File: config.mk
export PLATFORM = sky130hd
export DESIGN_NAME = i3c_apb_requester
export DESIGN_NICKNAME = d
export VERILOG_FILES = /design/src/rtl/i3c_pkg.sv /design/src/rtl/i3c_apb_req_fifo.sv /design/src/rtl/i3c_apb_requester.sv
export SDC_FILE = /design/constraint.sdc
export NUM_CORES = 1
export LEC_CHECK = 0
export BUFFER_PORTS_ARGS = -buffer_cell sky130_fd_sc_hd__buf_2
export CORE_AREA = 2 2 159 176
export DETAILED_ROUTE_END_ITERATION = 6
export DIE_AREA = 0 0 161 178
export PLACE_DENSITY = 0.77
export SLEW_MARGIN = 20
export SYNTH_ARGS = -nofsm -noshare
export SYNTH_HDL_FRONTEND = slang
export SYNTH_SLANG_ARGS = --single-unit
export TNS_END_PERCENT = 1
File: constraint.sdc
create_clock -name clk_i -period 4.3 [get_ports clk_i]
set_input_delay 0.86 -clock clk_i [delete_from_list [all_inputs] [get_ports clk_i]]
set_output_delay 0.86 -clock clk_i [all_outputs]
set_load 0.005 [all_outputs]
File: src/rtl/i3c_pkg.sv
// Shared types for the I3C APB requester: FSM state encoding and request record layout.
package i3c_pkg;

  localparam int unsigned I3C_APB_AW = 32;
  localparam int unsigned I3C_APB_DW = 32;
  localparam int unsigned I3C_APB_SW = I3C_APB_DW / 8;

  typedef enum logic [1:0] {
    ST_IDLE   = 2'd0,
    ST_SETUP  = 2'd1,
    ST_ACCESS = 2'd2,
    ST_RESP   = 2'd3
  } i3c_apb_req_state_e;

  typedef struct packed {
    logic                  write;
    logic [I3C_APB_AW-1:0] addr;
    logic [I3C_APB_DW-1:0] wdata;
    logic [I3C_APB_SW-1:0] strb;
  } i3c_apb_req_t;

  // Width of one flattened request entry {write, addr, wdata, strb}.
  function automatic int unsigned apb_req_bits(input int unsigned aw, input int unsigned dw);
    return 1 + aw + dw + (dw / 8);
  endfunction

endpackage

File: src/rtl/i3c_apb_req_fifo.sv
// Synchronous request FIFO; extra pointer MSB distinguishes full from empty.
module i3c_apb_req_fifo #(
  parameter int unsigned Width = 8,
  parameter int unsigned Depth = 4
) (
  input  logic             clk_i,
  input  logic             rst_ni,
  input  logic             i_push,
  input  logic [Width-1:0] i_wdata,
  input  logic             i_pop,
  output logic [Width-1:0] o_rdata,
  output logic             o_full,
  output logic             o_empty
);

  localparam int unsigned AW = $clog2(Depth);

  logic [AW:0]      r_wr_ptr;
  logic [AW:0]      r_rd_ptr;
  logic [Width-1:0] r_mem [Depth];
  logic             w_do_push;
  logic             w_do_pop;

  assign o_empty   = (r_wr_ptr == r_rd_ptr);
  assign o_full    = (r_wr_ptr[AW] != r_rd_ptr[AW]) &&
                     (r_wr_ptr[AW-1:0] == r_rd_ptr[AW-1:0]);
  assign o_rdata   = r_mem[r_rd_ptr[AW-1:0]];
  assign w_do_push = i_push && !o_full;
  assign w_do_pop  = i_pop && !o_empty;

  always_ff @(posedge clk_i or negedge rst_ni) begin
    if (!rst_ni) begin
      r_wr_ptr <= '0;
      r_rd_ptr <= '0;
    end else begin
      if (w_do_push) r_wr_ptr <= r_wr_ptr + {{AW{1'b0}}, 1'b1};
      if (w_do_pop)  r_rd_ptr <= r_rd_ptr + {{AW{1'b0}}, 1'b1};
    end
  end

  // Storage carries data only, so it is left out of reset.
  always_ff @(posedge clk_i) begin
    if (w_do_push) r_mem[r_wr_ptr[AW-1:0]] <= i_wdata;
  end

endmodule

File: src/rtl/i3c_apb_requester.sv
// APB4 manager driving the I3C core register port from a buffered request stream.
// Optional ACCESS-phase timeout: define I3C_APB_REQUESTER_TIMEOUT_EN.
module i3c_apb_requester
  import i3c_pkg::*;
#(
  parameter int unsigned ApbAddrWidth  = 32,
  parameter int unsigned ApbDataWidth  = 32,
  parameter int unsigned ReqDepth      = 4,
  parameter int unsigned TimeoutCycles = 256
) (
  input  logic                      clk_i,
  input  logic                      rst_ni,
  input  logic                      req_valid_i,
  output logic                      req_ready_o,
  input  logic                      req_write_i,
  input  logic [ApbAddrWidth-1:0]   req_addr_i,
  input  logic [ApbDataWidth-1:0]   req_wdata_i,
  input  logic [ApbDataWidth/8-1:0] req_strb_i,
  output logic                      rsp_valid_o,
  input  logic                      rsp_ready_i,
  output logic [ApbDataWidth-1:0]   rsp_rdata_o,
  output logic                      rsp_slverr_o,
  output logic                      rsp_timeout_o,
  output logic                      busy_o,
  output logic                      psel_o,
  output logic                      penable_o,
  output logic                      pwrite_o,
  output logic [ApbAddrWidth-1:0]   paddr_o,
  output logic [ApbDataWidth-1:0]   pwdata_o,
  output logic [ApbDataWidth/8-1:0] pstrb_o,
  input  logic [ApbDataWidth-1:0]   prdata_i,
  input  logic                      pready_i,
  input  logic                      pslverr_i
);

  localparam int unsigned StrbW  = ApbDataWidth / 8;
  localparam int unsigned EntryW = apb_req_bits(ApbAddrWidth, ApbDataWidth);

  i3c_apb_req_state_e      r_state;
  logic                    r_psel;
  logic                    r_penable;
  logic                    r_pwrite;
  logic [ApbAddrWidth-1:0] r_paddr;
  logic [ApbDataWidth-1:0] r_pwdata;
  logic [StrbW-1:0]        r_pstrb;
  logic                    r_rsp_valid;
  logic [ApbDataWidth-1:0] r_rsp_rdata;
  logic                    r_rsp_slverr;

  logic [EntryW-1:0]       w_push_data;
  logic [EntryW-1:0]       w_head;
  logic                    w_head_write;
  logic [ApbAddrWidth-1:0] w_head_addr;
  logic [ApbDataWidth-1:0] w_head_wdata;
  logic [StrbW-1:0]        w_head_strb;
  logic                    w_full;
  logic                    w_empty;
  logic                    w_push;
  logic                    w_pop;

  assign w_push_data = {req_write_i, req_addr_i, req_wdata_i, req_strb_i};
  assign {w_head_write, w_head_addr, w_head_wdata, w_head_strb} = w_head;
  assign req_ready_o = !w_full;
  assign w_push      = req_valid_i && !w_full;
  // Pop from IDLE, or straight out of RESP on handshake for back-to-back transfers.
  assign w_pop       = !w_empty && ((r_state == ST_IDLE) ||
                                    ((r_state == ST_RESP) && rsp_ready_i));

  i3c_apb_req_fifo #(
    .Width (EntryW),
    .Depth (ReqDepth)
  ) u_fifo (
    .clk_i   (clk_i),
    .rst_ni  (rst_ni),
    .i_push  (w_push),
    .i_wdata (w_push_data),
    .i_pop   (w_pop),
    .o_rdata (w_head),
    .o_full  (w_full),
    .o_empty (w_empty)
  );

`ifdef I3C_APB_REQUESTER_TIMEOUT_EN
  localparam int unsigned CntW = $clog2(TimeoutCycles + 1);
  logic [CntW-1:0] r_cnt;
  logic [CntW-1:0] w_cnt_inc;
  logic            r_rsp_timeout;
  assign w_cnt_inc     = r_cnt + CntW'(1);
  assign rsp_timeout_o = r_rsp_timeout;
`else
  localparam int unsigned unused_timeout_cycles = TimeoutCycles;
  assign rsp_timeout_o = 1'b0;
`endif

  always_ff @(posedge clk_i or negedge rst_ni) begin
    if (!rst_ni) begin
      r_state      <= ST_IDLE;
      r_psel       <= 1'b0;
      r_penable    <= 1'b0;
      r_pwrite     <= 1'b0;
      r_paddr      <= '0;
      r_pwdata     <= '0;
      r_pstrb      <= '0;
      r_rsp_valid  <= 1'b0;
      r_rsp_rdata  <= '0;
      r_rsp_slverr <= 1'b0;
`ifdef I3C_APB_REQUESTER_TIMEOUT_EN
      r_cnt         <= '0;
      r_rsp_timeout <= 1'b0;
`endif
    end else begin
      case (r_state)
        ST_SETUP: begin
          r_penable <= 1'b1;
          r_state   <= ST_ACCESS;
`ifdef I3C_APB_REQUESTER_TIMEOUT_EN
          r_cnt     <= '0;
`endif
        end
        ST_ACCESS: begin
          if (pready_i) begin
            r_rsp_rdata  <= r_pwrite ? '0 : prdata_i;
            r_rsp_slverr <= pslverr_i;
            r_psel       <= 1'b0;
            r_penable    <= 1'b0;
            r_rsp_valid  <= 1'b1;
            r_state      <= ST_RESP;
`ifdef I3C_APB_REQUESTER_TIMEOUT_EN
            r_rsp_timeout <= 1'b0;
          end else if (w_cnt_inc == CntW'(TimeoutCycles)) begin
            r_rsp_rdata   <= '0;
            r_rsp_slverr  <= 1'b0;
            r_rsp_timeout <= 1'b1;
            r_psel        <= 1'b0;
            r_penable     <= 1'b0;
            r_rsp_valid   <= 1'b1;
            r_state       <= ST_RESP;
          end else begin
            r_cnt <= w_cnt_inc;
`endif
          end
        end
        ST_RESP: begin
          if (rsp_ready_i) begin
            r_rsp_valid <= 1'b0;
            r_state     <= ST_IDLE;
          end
        end
        default: ;
      endcase
      // A pop overrides the state chosen above and starts the next SETUP.
      if (w_pop) begin
        r_pwrite  <= w_head_write;
        r_paddr   <= w_head_addr;
        r_pwdata  <= w_head_wdata;
        r_pstrb   <= w_head_write ? w_head_strb : '0;
        r_psel    <= 1'b1;
        r_penable <= 1'b0;
        r_state   <= ST_SETUP;
      end
    end
  end

  assign psel_o       = r_psel;
  assign penable_o    = r_penable;
  assign pwrite_o     = r_pwrite;
  assign paddr_o      = r_paddr;
  assign pwdata_o     = r_pwdata;
  assign pstrb_o      = r_pstrb;
  assign rsp_valid_o  = r_rsp_valid;
  assign rsp_rdata_o  = r_rsp_rdata;
  assign rsp_slverr_o = r_rsp_slverr;
  assign busy_o       = (r_state != ST_IDLE) || !w_empty;

endmodule

-- Word-level counts from Yosys, hierarchy flattened
Memory sizes are Yosys's and may differ from the RTL's.
Index checks and enable logic that the tools add are counted.
- add/sub/neg operators: 2
- equality and inequality tests: 10
- reduce and logical (&&, ||, !) cells: 22
- multiplexer cells: 16
- operator list (kind ; number):
    $mux W32 ; 1
    $mux W1 ; 8
    $reduce_bool A2 Y1 ; 4
    $add A3 B1 Y3 const B ; 2
    $logic_and A1 B1 Y1 ; 6
    $mux W2 ; 3
    $ne A3 B2 Y1 const B ; 2
    $pmux W2 S3 ; 1
    $reduce_and A2 Y1 ; 3
    $reduce_and A3 Y1 ; 2
    $eq A2 B2 Y1 const B ; 2
    $mux W4 ; 1
    $ne A2 B2 Y1 const B ; 2
    $pmux W1 S2 ; 2
    $reduce_bool A4 Y1 ; 1
    $eq A3 B3 Y1 ; 1
    $reduce_bool A3 Y1 ; 1
    $eq A2 B1 Y1 const B ; 1
    $eq A2 B2 Y1 ; 1
    $logic_not A1 Y1 ; 2
    $logic_not A2 Y1 ; 1
    $logic_or A1 B1 Y1 ; 2
    $ne A1 B1 Y1 ; 1
- memory bits (writable): 276
- logic and storage cells: 63
- register bits after elaboration: 113
- output and inout bits: 108
- memories: 1
- bits of input ports: 107
- memories (memory ; words ; bits a word ; read ports ; clocked after memory_dff ; wr ports ; RTL line ; text):
    u_fifo.r_mem ; 4 ; 69 ; 1 ; 0 ; 1 ; i3c_apb_req_fifo.sv:20 ; logic [Width-1:0] r_mem [Depth];

-- Depth between registers and ports, before layout
- depth in word-level cells: 7
- depth in mapped cells: 7
- mapped depth without buffers: 5

-- Modules after synthesis
A second synthesis with hierarchy kept.
- cells, all modules: 972
- area total of the unflattened synthesis: 16205.5 um^2
- by module, submodules not included (module ; sequential area each (um^2) ; cells each ; area each (um^2) ; times used):
    i3c_apb_req_fifo ; 8438.1 ; 409 ; 10447.5 ; 1
    i3c_apb_requester ; 2677.6 ; 563 ; 5758.0 ; 1

-- Least setup slack after synthesis
OpenSTA, ideal clock, no wires.
- path kind: input to register
- start: input req_valid_i
- end: memory u_fifo.r_mem[0][0] (netlist bit), enable pin
- path slack: 1154 ps
- arrival: 2711 ps
- buffers on the path: 0
- stages: 2
- library setup time: 435 ps
- required time: 3865 ps
- cells stage by stage: o31a_1 -> and2_1
- word-level cells in the longest chain between the ends: 4
- RTL lines (item ; RTL line ; text):
    start, declared ; i3c_apb_requester.sv:13 ; input logic req_valid_i,
    $logic_and A1 B1 Y1 ; i3c_apb_requester.sv:64 ; assign w_push = req_valid_i && !w_full;
    $logic_and A1 B1 Y1 ; i3c_apb_req_fifo.sv:28 ; assign w_do_push = i_push && !o_full;
    $mux W1 ; i3c_apb_req_fifo.sv:43 ; if (w_do_push) r_mem[r_wr_ptr[AW-1:0]] <= i_wdata;
    $mux W1 (not written as such) ; i3c_apb_req_fifo.sv:43 ;
    end, declared ; i3c_apb_req_fifo.sv:20 ;
No other way between the ends.

-- Worst setup path in the final report
- start: register u_fifo.r_rd_ptr[0]
- end: register r_pwrite, in the netlist pwrite_o
- word-level cells in the longest chain between the ends: 3
- elaborated cells between the ends (all ways): 4
- classes of those cells: eq/ne (1); reduce/logical (2); memory (1)
- RTL lines (item ; RTL line ; text):
    start, declared ; i3c_apb_req_fifo.sv:19 ; logic [AW:0] r_rd_ptr;
    start signal, assigned ; i3c_apb_req_fifo.sv:37 ; if (w_do_pop) r_rd_ptr <= r_rd_ptr + {{AW{1'b0}}, 1'b1};
    $eq A3 B3 Y1 ; i3c_apb_req_fifo.sv:24 ; assign o_empty = (r_wr_ptr == r_rd_ptr);
    $logic_not A1 Y1 ; i3c_apb_requester.sv:66 ; assign w_pop = !w_empty && ((r_state == ST_IDLE) ||
    $logic_and A1 B1 Y1 ; i3c_apb_requester.sv:66 ;
    end signal, assigned ; i3c_apb_requester.sv:153 ; r_pwrite <= w_head_write;
    end, declared ; i3c_apb_requester.sv:42 ; logic r_pwrite;
Several ways; a longest one is shown, not always the timed one.
A chain may end at the register's enable or synchronous reset.

==> impl_metrics.py <==
metrics = {
    "sta": {
        "finalSetupTns_ns": 0,
        "worstMarginPinSlew_ns": 1.082,
        "skew_ns": 0.01928,
        "setup_viol": 0,
        "drv_slew": 0,
        "rsz0062_at_grt": "no",
        "slew_headroom_pct": 27.89,
        "period_share_pct": 65.88,
        "finalCriticalPeriod_ns": 2.833,
        "hold_viol": 0,
        "fmax_mhz": 353.0,
    },
    "grt": {
        "grt_usage_pct": 19.07,
        "grt_pass1_wl_um": 41670,
        "antenna_found_initial": 7,
        "overflow": 0,
        "grt_pass1_vias": 7616,
        "grt_max_degree": 72,
    },
    "synthesis": {
        "netlist.area_leader.share_pct": 56.91,
        "synth_edf_count": 276,
        "yosys_warnings": 0,
        "ys_ff_latch": 389,
        "synthFlopType": "edfxtp_1",
        "synth_top_area_cell": "edfxtp_1",
        "yosysSeqAreaShare_pct": 76.32,
        "syn_nets": 835,
        "synth.avg_cell_area_um2": 20.26,
        "synthTopCellsByArea": "edfxtp_1 (57%), dfrtp_1 (19%), mux4_2 (11%)",
        "syn_area_um2": 14560,
        "synth_cell_types": 31,
        "async_flop_share_pct": 29.05,
        "syn_inst": 719,
    },
    "cts": {
        "hold_buffers": 0,
        "post_cts_resized": 0,
        "clock-root-buffer": "clkbuf_16",
        "cts_buffer_depth": 3,
        "cts_tree": "built",
        "cts.clk_slew.worst_paths_ns": 0.07,
        "post-cts-setup-buffers": 0,
        "clock_latency_ns": 0.51,
        "clkSinkCount": 389,
        "h-tree-depth": 2,
        "cts_buffers": 37,
    },
    "power": {
        "ir_worst_vdd_uv": 601.6,
        "p_switching_uw": 3552,
        "intPower_uw": 8732,
        "seq_power_share_pct": 46.1,
        "swShare_pct": 28.92,
        "comb_power_share_pct": 30.1,
        "power.density_nw_per_um2": 718.2,
        "power_frac_clock_pct": 23.8,
        "p_leak_uw": 0.006475,
    },
    "worst_setup_path": {
        "worstRegToRegCells": 4,
        "reg2reg_to": "pwrite_o",
        "end_kind": "flip-flop",
        "worstPathArrival_ns": 3.22,
        "required_ns": 4.69,
        "crit_path_start_kind": "flip-flop",
        "worstSetupPathType": "flip-flop to flip-flop",
        "reg2reg_from": "u_fifo.r_rd_ptr[0]",
        "crit_fanout": 37,
        "r2r_slack_ns": 1.47,
    },
    "route": {
        "first_pass_iters": 4,
        "drt_iter0_drc": 475,
        "vias_per_cell": 5.392,
        "ant_nets": 0,
        "avgRoutedWirePerCell_um": 20.24,
        "route.detailed.drc": 0,
        "route.vias.total": 7187,
        "routed_wl_um": 26980,
    },
    "die": {
        "dieArea_um2": 28660,
        "core_area_um2": 26800,
        "die_height_um": 178,
        "num_io_pins": 215,
        "rows": 63,
        "start_util_pct": 54.34,
        "die_w_um": 161,
    },
    "layout": {
        "area_growth_pct": 17.43,
        "postLayoutCoreUtil_pct": 63.81,
        "nets": 1062,
        "drive_gt1_share_pct": 38.27,
    },
    "placement": {
        "gp_congestion": 0.7514,
        "portBuffers": 213,
        "dp_hpwl_um": 16260,
    },
    "run_status": {
        "status": "finished, final reports clean",
    },
    "job": {
        "maxCapViolations": 0,
    },
    "hold_path": {
        "worst_hold_path_type": "input pin to asynchronous set/reset pin",
    },
}
==> state kept, by name (all words and copies together) (netlist names) <==
register and count:
psel_o 1, u_fifo.r_rd_ptr 3, paddr_o 32, pstrb_o 4
pwdata_o 32, pwrite_o 1, rsp_slverr_o 1, rsp_valid_o 1
u_fifo.r_mem 276, rsp_rdata_o 32, penable_o 1, u_fifo.r_wr_ptr 3
r_state 2
==> per-layer routing <==
layer / vias up / track usage [%] / wire length (µm)
li1: 3247 / - / -
met1: 3654 / 24.68 / 11140
met2: 240 / 32.85 / 13500
met3: 40 / 4.999 / 1945
met4: 6 / 4.464 / 374
met5: - / 0 / 28
==> layout make-up <==
cell class,count,area (µm²)
Tap cell,357,446.7
Inverter,10,37.54
Multi-Input combinational cell,285,3237
Timing Repair Buffer,223,1169
Clock inverter,8,38.79
Sequential cell,389,11120
Clock buffer,57,1041
Fill cell,1911,9698
Antenna cell,4,10.01
==> synth_stat cells (all sizes together), types with 5 or more instances <==
master    n
edfxtp  276
dfrtp   113
mux4     69
mux2     68
nand2    40
nand2b   34
o21ai    33
buf      20
clkbuf   15
inv      10
ha        9
mux2i     5
xor2      5
==> metrics by stage <==
stage	hold slack [ns]	setup slack (ns)	cell area (µm²)	total power [µW]	cells
after floorplan	0.4733	1.154	14560	8246	719
after global placement	0.4563	1.395	15990	9370	1263
after detailed placement	0.4664	1.383	15990	9521	1263
after CTS	0.4799	1.381	17070	12470	1328
after global routing	0.5000	1.235	17100	12970	1331
final	0.4735	1.467	17100	12280	1333
==> cells in the final DEF, fill, tap and decap left out, types with 2 or more instances in the layout <==
cell type | synthesis | layout
a21o_1 | 2 | 2
a311oi_1 | 2 | 2
a31oi_1 | 2 | 2
and2_4 | 0 | 3
buf_12 | 0 | 2
buf_2 | 10 | 212
buf_4 | 2 | 9
clkbuf_1 | 15 | 16
clkbuf_16 | 0 | 37
clkbuf_8 | 0 | 4
clkinv_1 | 0 | 4
clkinv_2 | 0 | 3
dfrtp_1 | 113 | 111
dfrtp_4 | 0 | 2
diode_2 | 0 | 4
edfxtp_1 | 276 | 276
ha_1 | 9 | 9
inv_1 | 10 | 10
mux2_1 | 41 | 41
mux2_2 | 27 | 27
mux2i_1 | 5 | 5
mux4_2 | 69 | 69
nand2_1 | 40 | 39
nand2b_1 | 34 | 34
o21ai_0 | 33 | 33
xnor2_1 | 3 | 3
xor2_1 | 5 | 5
==> worst max-delay path, stage by stage, from the launching register on <==
cell and delay (ns):
dfrtp_4 0.41, buf_4 0.56, buf_4 0.68, mux4_2 0.66, mux2_1 0.31
==> logic make-up after synthesis <==
| family | count (synthesis) | synth area share, % |
|---|---|---|
| buffers and inverters | 45 | 1.606 |
| and+or+nand+nor | 80 | 2.723 |
| AOI/OAI and AO/OA | 45 | 1.796 |
| adders and majority gates | 9 | 0.7732 |
| muxes | 142 | 16.27 |
| other | 1 | 0.02575 |
| xor gates and xnor gates | 8 | 0.4811 |
| DFF | 389 | 76.32 |
==> power by group through the flow <==
| stage | Combinational [µW] | Clock (µW) | Sequential (µW) |
|---|---|---|---|
| 3_5_place_dp | 3780 | 0 | 5750 |
| 6_report | 3700 | 2920 | 5660 |
| 3_3_place_gp | 3670 | 0 | 5700 |
| 5_1_grt | 4070 | 3140 | 5770 |
| 4_1_cts | 3790 | 2990 | 5680 |
| 2_1_floorplan | 2570 | 0 | 5670 |
==> how the worst max path moves through the flow <==
stage,from,end,slack (ns),cells after the start
after floorplan,req_valid_i,u_fifo.r_mem[0][0],1.15,2
final,u_fifo.r_rd_ptr[0],pwrite_o,1.47,4
after CTS,u_fifo.r_rd_ptr[0],pwrite_o,1.38,4
after detailed placement,u_fifo.r_rd_ptr[0],pwrite_o,1.38,4
after global placement,u_fifo.r_rd_ptr[0],pwrite_o,1.39,4
after global routing,u_fifo.r_rd_ptr[0],pwrite_o,1.24,4
Power figures use the tool's default switching activity.
